File: config.mk
export PLATFORM = sky130hd
export DESIGN_NAME = magnitude_comparator_flat
export DESIGN_NICKNAME = d
export VERILOG_FILES = /design/src/rtl/magnitude_comparator_if.sv /design/src/rtl/magnitude_comparator.sv /design/src/flat_wrapper.sv
export SDC_FILE = /design/constraint.sdc
export NUM_CORES = 1
export LEC_CHECK = 0
export ABC_AREA = 0
export BUFFER_PORTS_ARGS = -buffer_cell sky130_fd_sc_hd__buf_2
export CORE_UTILIZATION = 35
export DETAILED_ROUTE_END_ITERATION = 6
export MAX_ROUTING_LAYER = met4
export PLACE_DENSITY = 0.61
export SETUP_SLACK_MARGIN = 0.5
export SYNTH_ARGS = -nofsm -noshare
export SYNTH_HDL_FRONTEND = slang
export SYNTH_SLANG_ARGS = --single-unit
File: constraint.sdc
create_clock -name clk -period 1.7 [get_ports clk]
set_input_delay 0.17 -clock clk [delete_from_list [all_inputs] [get_ports clk]]
set_output_delay 0.17 -clock clk [all_outputs]
set_load 0.01 [all_outputs]
File: src/rtl/magnitude_comparator_if.sv
// magnitude_comparator_if: operand stream (in_valid/is_signed/A/B/cnt_clr) in, registered flags (out_valid/equal/A_more_B/A_less_B) and outcome counters out
interface magnitude_comparator_if #(
  parameter int K = 4,
  parameter int CNT_W = 16
);
  logic in_valid;
  logic is_signed;
  logic [K-1:0] A;
  logic [K-1:0] B;
  logic cnt_clr;
  logic out_valid;
  logic equal;
  logic A_more_B;
  logic A_less_B;
  logic [CNT_W-1:0] eq_count;
  logic [CNT_W-1:0] gt_count;
  logic [CNT_W-1:0] lt_count;
  modport master (
    output in_valid, is_signed, A, B, cnt_clr,
    input out_valid, equal, A_more_B, A_less_B, eq_count, gt_count, lt_count
  );
  modport slave (
    input in_valid, is_signed, A, B, cnt_clr,
    output out_valid, equal, A_more_B, A_less_B, eq_count, gt_count, lt_count
  );
endinterface

File: src/rtl/magnitude_comparator.sv
// magnitude_comparator: registered signed/unsigned K-bit compare with saturating eq/gt/lt counters; ports clk, rst (sync, active-high), bus (slave side of magnitude_comparator_if)
module magnitude_comparator #(
  parameter int K = 4,
  parameter int CNT_W = 16
) (
  input logic clk,
  input logic rst,
  magnitude_comparator_if.slave bus
);
  logic eq, gt, lt;
  always_comb begin
    eq = bus.A == bus.B;
    gt = bus.is_signed ? ($signed(bus.A) > $signed(bus.B)) : (bus.A > bus.B);
    lt = !eq && !gt;
  end
  always_ff @(posedge clk) begin
    if (rst) begin
      bus.out_valid <= 1'b0;
      bus.equal <= 1'b0;
      bus.A_more_B <= 1'b0;
      bus.A_less_B <= 1'b0;
      bus.eq_count <= '0;
      bus.gt_count <= '0;
      bus.lt_count <= '0;
    end else begin
      bus.out_valid <= bus.in_valid;
      if (bus.in_valid) begin
        bus.equal <= eq;
        bus.A_more_B <= gt;
        bus.A_less_B <= lt;
      end
      if (bus.cnt_clr) begin
        bus.eq_count <= '0;
        bus.gt_count <= '0;
        bus.lt_count <= '0;
      end else if (bus.in_valid) begin
        if (eq && ~&bus.eq_count) bus.eq_count <= bus.eq_count + CNT_W'(1);
        if (gt && ~&bus.gt_count) bus.gt_count <= bus.gt_count + CNT_W'(1);
        if (lt && ~&bus.lt_count) bus.lt_count <= bus.lt_count + CNT_W'(1);
      end
    end
  end
endmodule

File: src/flat_wrapper.sv
// flat-port wrapper written by rule: the top's interface ports become plain ports
module magnitude_comparator_flat 
#(
  parameter int K = 4,
  parameter int CNT_W = 16
)
  (clk, rst, bus_in_valid, bus_is_signed, bus_A, bus_B, bus_cnt_clr, bus_out_valid, bus_equal, bus_A_more_B, bus_A_less_B, bus_eq_count, bus_gt_count, bus_lt_count);
  magnitude_comparator_if #(.K(K), .CNT_W(CNT_W)) bus_i ();
  input logic clk;
  input logic rst;
  input wire logic [$bits(bus_i.in_valid)-1:0] bus_in_valid;
  input wire logic [$bits(bus_i.is_signed)-1:0] bus_is_signed;
  input wire logic [$bits(bus_i.A)-1:0] bus_A;
  input wire logic [$bits(bus_i.B)-1:0] bus_B;
  input wire logic [$bits(bus_i.cnt_clr)-1:0] bus_cnt_clr;
  output wire logic [$bits(bus_i.out_valid)-1:0] bus_out_valid;
  output wire logic [$bits(bus_i.equal)-1:0] bus_equal;
  output wire logic [$bits(bus_i.A_more_B)-1:0] bus_A_more_B;
  output wire logic [$bits(bus_i.A_less_B)-1:0] bus_A_less_B;
  output wire logic [$bits(bus_i.eq_count)-1:0] bus_eq_count;
  output wire logic [$bits(bus_i.gt_count)-1:0] bus_gt_count;
  output wire logic [$bits(bus_i.lt_count)-1:0] bus_lt_count;
  assign bus_i.in_valid = bus_in_valid;
  assign bus_i.is_signed = bus_is_signed;
  assign bus_i.A = bus_A;
  assign bus_i.B = bus_B;
  assign bus_i.cnt_clr = bus_cnt_clr;
  assign bus_out_valid = bus_i.out_valid;
  assign bus_equal = bus_i.equal;
  assign bus_A_more_B = bus_i.A_more_B;
  assign bus_A_less_B = bus_i.A_less_B;
  assign bus_eq_count = bus_i.eq_count;
  assign bus_gt_count = bus_i.gt_count;
  assign bus_lt_count = bus_i.lt_count;
  magnitude_comparator #(.K(K), .CNT_W(CNT_W)) u_core (.clk(clk), .rst(rst), .bus(bus_i));
endmodule
### After elaboration in Yosys (flattened, before gate mapping)

Index checks and enable logic that the tools add are counted.

| operators by class | value |
|---|---|
| eq/ne operators | 1 |
| order comparisons | 2 |
| multipliers | 0 |
| div/mod/pow operators | 0 |
| mux-type cells | 1 |
| add/sub/neg operators | 3 |
| shift-type cells | 0 |
| reduce and logical (&&, ||, !) cells | 16 |
| bitwise gates (word level) | 0 |

Operator list:

| cell | number |
|---|---|
| $add A16 B1 Y16 const B | 3 |
| $reduce_and A16 Y1 | 3 |
| $gt A4 B4 Y1 | 2 |
| $reduce_and A2 Y1 | 3 |
| $logic_not A1 Y1 | 5 |
| $eq A4 B4 Y1 | 1 |
| $logic_and A1 B1 Y1 | 4 |
| $reduce_or A2 Y1 | 1 |
| $mux W1 | 1 |

| word-level totals | value |
|---|---|
| latch bits | 0 |
| bits in writable memories | 0 |
| register bits after elaboration | 52 |
| memory bits (read-only) | 0 |
| output and inout bits | 52 |
| memories kept | 0 |
| input bits | 13 |

### Longest topological paths before layout

| depth | value |
|---|---|
| depth in word-level cells | 6 |
| mapped depth | 9 |
| depth with buffers taken out | 7 |

### Worst setup path after synthesis

Ideal clock, no wire load.

| timing | value |
|---|---|
| path kind | in2reg |
| from | input bus_B[3] |
| to | register u_core.bus.lt_count[13] |
| stages | 6 |
| path slack | -205 ps |
| arrival time | 1,834 ps |
| path through | inv_1 > ha_1 > and4_1 > or4_1 > or4_1 > a21oi_1 |

| between the ends | value |
|---|---|
| cells in the longest elaborated chain, start to end | 6 |
| elaborated cells between the ends (all ways) | 9 |
| classes of those cells | order compare: 2; eq/ne: 1; mux: 1; reduce/logical: 5 |

RTL lines:

| item | RTL line | text |
|---|---|---|
| from (decl) | flat_wrapper.sv:14 | `input wire logic [$bits(bus_i.B)-1:0] bus_B;` |
| $gt A4 B4 Y1 | magnitude_comparator.sv:13 | `gt = bus.is_signed ? ($signed(bus.A) > $signed(bus.B)) : (bus.A > bus.B);` |
| $mux W1 | magnitude_comparator.sv:13 |  |
| $logic_not A1 Y1 | magnitude_comparator.sv:14 | `lt = !eq && !gt;` |
| $logic_and A1 B1 Y1 (*) | magnitude_comparator.sv:14 |  |
| $logic_and A1 B1 Y1 (*) | magnitude_comparator.sv:39 | `if (lt && ~&bus.lt_count) bus.lt_count <= bus.lt_count + CNT_W'(1);` |
| $reduce_and A2 Y1 (no source line) (*) | -- |  |
| to (signal assigned) | magnitude_comparator.sv:39 |  |
| to (decl) | magnitude_comparator_if.sv:24 | `output out_valid, equal, A_more_B, A_less_B, eq_count, gt_count, lt_count` |

Every way passes the cells marked *; elsewhere a longest branch is shown, timed or not.
A chain may end at the register's enable or synchronous reset.

### Final worst setup path

| timing | value |
|---|---|
| from | register u_core.bus.lt_count[0] |
| to | register u_core.bus.lt_count[9] |

| between the ends | value |
|---|---|
| cells in the longest elaborated chain, start to end | 4 |
| elaborated cells between the ends (all ways) | 5 |
| classes of those cells | add/sub: 1; reduce/logical: 4 |

RTL lines:

| item |
|---|
| branches (longest 4 deep; another with $add A16 B1 Y16) |

Parallel ways; which one is timed is not known.

==> results.md <==
- # hold bufs at CTS: 0
- Largest net degree at the start of global routing: 15
- Number of port buffers: 64
- Routed Antenna Nets: 0
- Met3 usage: 3.936%
- GRT met2 Usage: 44.00%
- WL/cell: 17.32 µm
- Via Count: 3524
- Final min period: 1.825 ns
- Pwr Density: 454.8 mW/mm²
- Initial Utilization: 36.08%
- GRT Max-Usage Layer: met2
- Crit Path Class: register to register
- RSZ-0062 raised after global routing: true
- Register area share after synthesis: 37.34%
- Max Fclk: 0.5479 GHz
- CP peak stage delay: 0.52 ns
- Clock Pin Slew Worst Setup and Hold Paths: 0.10 ns
- Area leader, netlist: dfxtp_1
- Max_slew headroom: 68.23%
- Num rows: 32
- Distinct cells, synth: 47
- Htree depth: 2
- Later-pin clock latency in the skew report: 0.31 ns
- First-pass GRT wire length: 16680 µm
- M1 GR Usage: 29.91%
- # diodes: 0
- Mapped Nets: 358
- Initial antenna violation count: 0
- Slew Viols, Final: 0
- DR pass1 iterations: 5
- Share of layout cells above drive strength 1: 64.62%
- Overall global routing resource usage: 25.34%
- CTS tree: built
- #FFs+latches synth: 52
- Setup violators final: 20
- Setup_tns: -0.9994 ns
- Required time of the critical path: 1.94 ns
- Worst hold path startpoint: rst
- Post-DP HPWL: 6285 µm
- CP arrival: 2.06 ns
- Iter 0 DRT Violations: 166
- GP Congestion: 0.8130
- Tightest Pin Transition: 0.4766 ns
- Violated checks: setup timing
- Worst VDD drop: 0.4184 mV
- CTS Buf Count: 5
- Most frequent CP cell: buf_6
- Global route overflow: 0
- CP Cell Sequence: buf_6 -> nand4_1 -> buf_4 -> buf_6 -> nor2_2 -> nand2_1 -> or4_4 -> a21oi_2
- CTS root buf: clkbuf_8
- Ports: 65
- Asr flop ratio synth: 0%
- Core ar.: 0.007727 mm²
- Final worst slack: -0.1251 ns
- # nets final: 539
- Crit-path max FO: 3
- Vias in the first global route: 3474
- Setup crit end kind: register
- Tot Pwr: 2377 µW
- Die X: 91.25 µm
- Yosys warnings: 0
- Outcome: complete, but fails checks
- Final Hold Fails: 0
- WHS: 0.2098 ns
- Synth area leaders: dfxtp_1 (37%), a21oi_1 (4.8%), nor2_1 (4.2%)
- Fillers: 591
- Crit path from: u_core.bus.lt_count[0]
- Area delta synth->final: 87.52%
- Worst path slowest cell: or4_4
- Clock Path Buffers: 2
- Die Height: 91.25 µm
- R2r startpoint: u_core.bus.lt_count[0]
- Primary FF master, synth: dfxtp_1
- Die area: 0.008326 mm²
- Post-synth EDFFs: 0
- Mapped cell area: 0.002788 mm²
- Post-route core utilization: 67.65%
- Fin Clk Skew: 0.01034 ns
- Max_cap viols: 0
- Via/cell ratio: 5.666
- Final period utilization: 107.4%
- Mean Syn Cell Area: 8.248 µm²
- Remaining DRCs: 0
- Top-area cell type share of the netlist area: 37.34%
- Clock sink count: 52
- Syn Inst Count: 338
- Static Leak: 0.002086 µW
- Tightest Hold Check Type: input port to register
- DP Worst Slack: -0.3669 ns
- CP Launch Type: register
- WL final: 10770 µm
[synthesized netlist by cell type (all sizes together) (3+ instances only)]
| library cell | number |
|---|---|
| dfxtp | 52 |
| nor2 | 31 |
| a21oi | 27 |
| nand2 | 26 |
| nand3 | 19 |
| nor4 | 15 |
| nand4 | 14 |
| or3 | 14 |
| inv | 13 |
| o31ai | 13 |
| or4 | 13 |
| xnor2 | 13 |
| o21ai | 11 |
| clkbuf | 10 |
| nor3 | 9 |
| ha | 7 |
| and4 | 6 |
| mux2i | 6 |
| buf | 5 |
| a21boi | 3 |
| and3 | 3 |
| o311ai | 3 |
| or2 | 3 |
[critical path: cells and delay by family, from the launching register on]
kind | cells | cell delay (ns)
simple gates | 4 | 0.84
compound gates | 1 | 0.15
buf+inv | 3 | 0.39
flops | 1 | 0.38
[layout make-up]
| cell class | count | area, µm² | share of cell area [%] |
|---|---|---|---|
| multi-input cells | 262 | 2429 | 46.46 |
| repair buffers | 185 | 1401 | 26.81 |
| flip-flops and latches | 52 | 1126 | 21.54 |
| well taps | 102 | 127.6 | 2.441 |
| clock buffers | 7 | 76.32 | 1.460 |
| inverters | 13 | 63.81 | 1.221 |
| clock inverters | 1 | 3.754 | 0.07180 |
[per-layer routing]
| layer | wire length (µm) | share of wire, % |
|---|---|---|
| met2 | 5553 | 52 |
| met4 | 259 | 2.4 |
| met1 | 4513 | 42 |
| met3 | 447 | 4.1 |
| met5 | 0 | 0 |
[flip-flops by register name (all words and copies together) (netlist names)]
register / cells
u_core.bus.A_less_B: 1
u_core.bus.A_more_B: 1
u_core.bus.eq_count: 16
u_core.bus.equal: 1
u_core.bus.gt_count: 16
u_core.bus.lt_count: 16
u_core.bus.out_valid: 1
[final timing paths]
check / endpoint / slack (ns) / depth (start not counted)
worst min-delay path: u_core.bus.A_more_B / 0.21 / 3
worst max-delay path: u_core.bus.lt_count[9] / -0.13 / 8
worst max register to register: u_core.bus.lt_count[9] / -0.13 / 8
worst min register to register: u_core.bus.equal / 0.50 / 2
[cell families after synthesis]
kind of cell	share of synthesized area [%]
DFF	37.34
muxes	2.154
adders and majority gates	3.142
AOI/OAI and AO/OA	15.53
xor gates and xnor gates	4.713
buffers and inverters	4.534
and+or+nand+nor	32.59
[cells in the final DEF (no fill, tap or decap), drive strengths merged, types with 3 or more instances in the layout]
cell type	instances
a21boi	3
mux2i	6
nand3	19
nor4	15
or4	13
nor2	31
or2	3
o31ai	13
xnor2	13
buf	185
inv	13
a21oi	30
clkbuf	7
ha	7
or3	14
nor3	9
and3	3
o311ai	3
nand4	14
and4	7
nand2	26
dfxtp	52
o21ai	11
[through the flow]
step,cells,instance area [µm²]
6_report,622,5228
3_3_place_gp,562,3996
5_1_grt,622,5228
2_1_floorplan,338,3108
4_1_cts,601,4811
3_5_place_dp,562,3996
[power by group]
group | total (µW) | internal, µW | leakage (µW) | switching (µW)
sequential | 1220 | 1210 | 0.000445 | 8.26
clock | 694 | 288 | 0.0000399 | 406
combinational | 467 | 215 | 0.00160 | 252
[timing repair]
action / in CTS / in global routing
endpoints found under the setup margin: 49 / 52
resized for setup: 117 / 61
setup buffers: 27 / 20
pin swaps: 50 / 44
cloned: 4 / 1
Note: power is estimated with default switching activity, not from simulation.
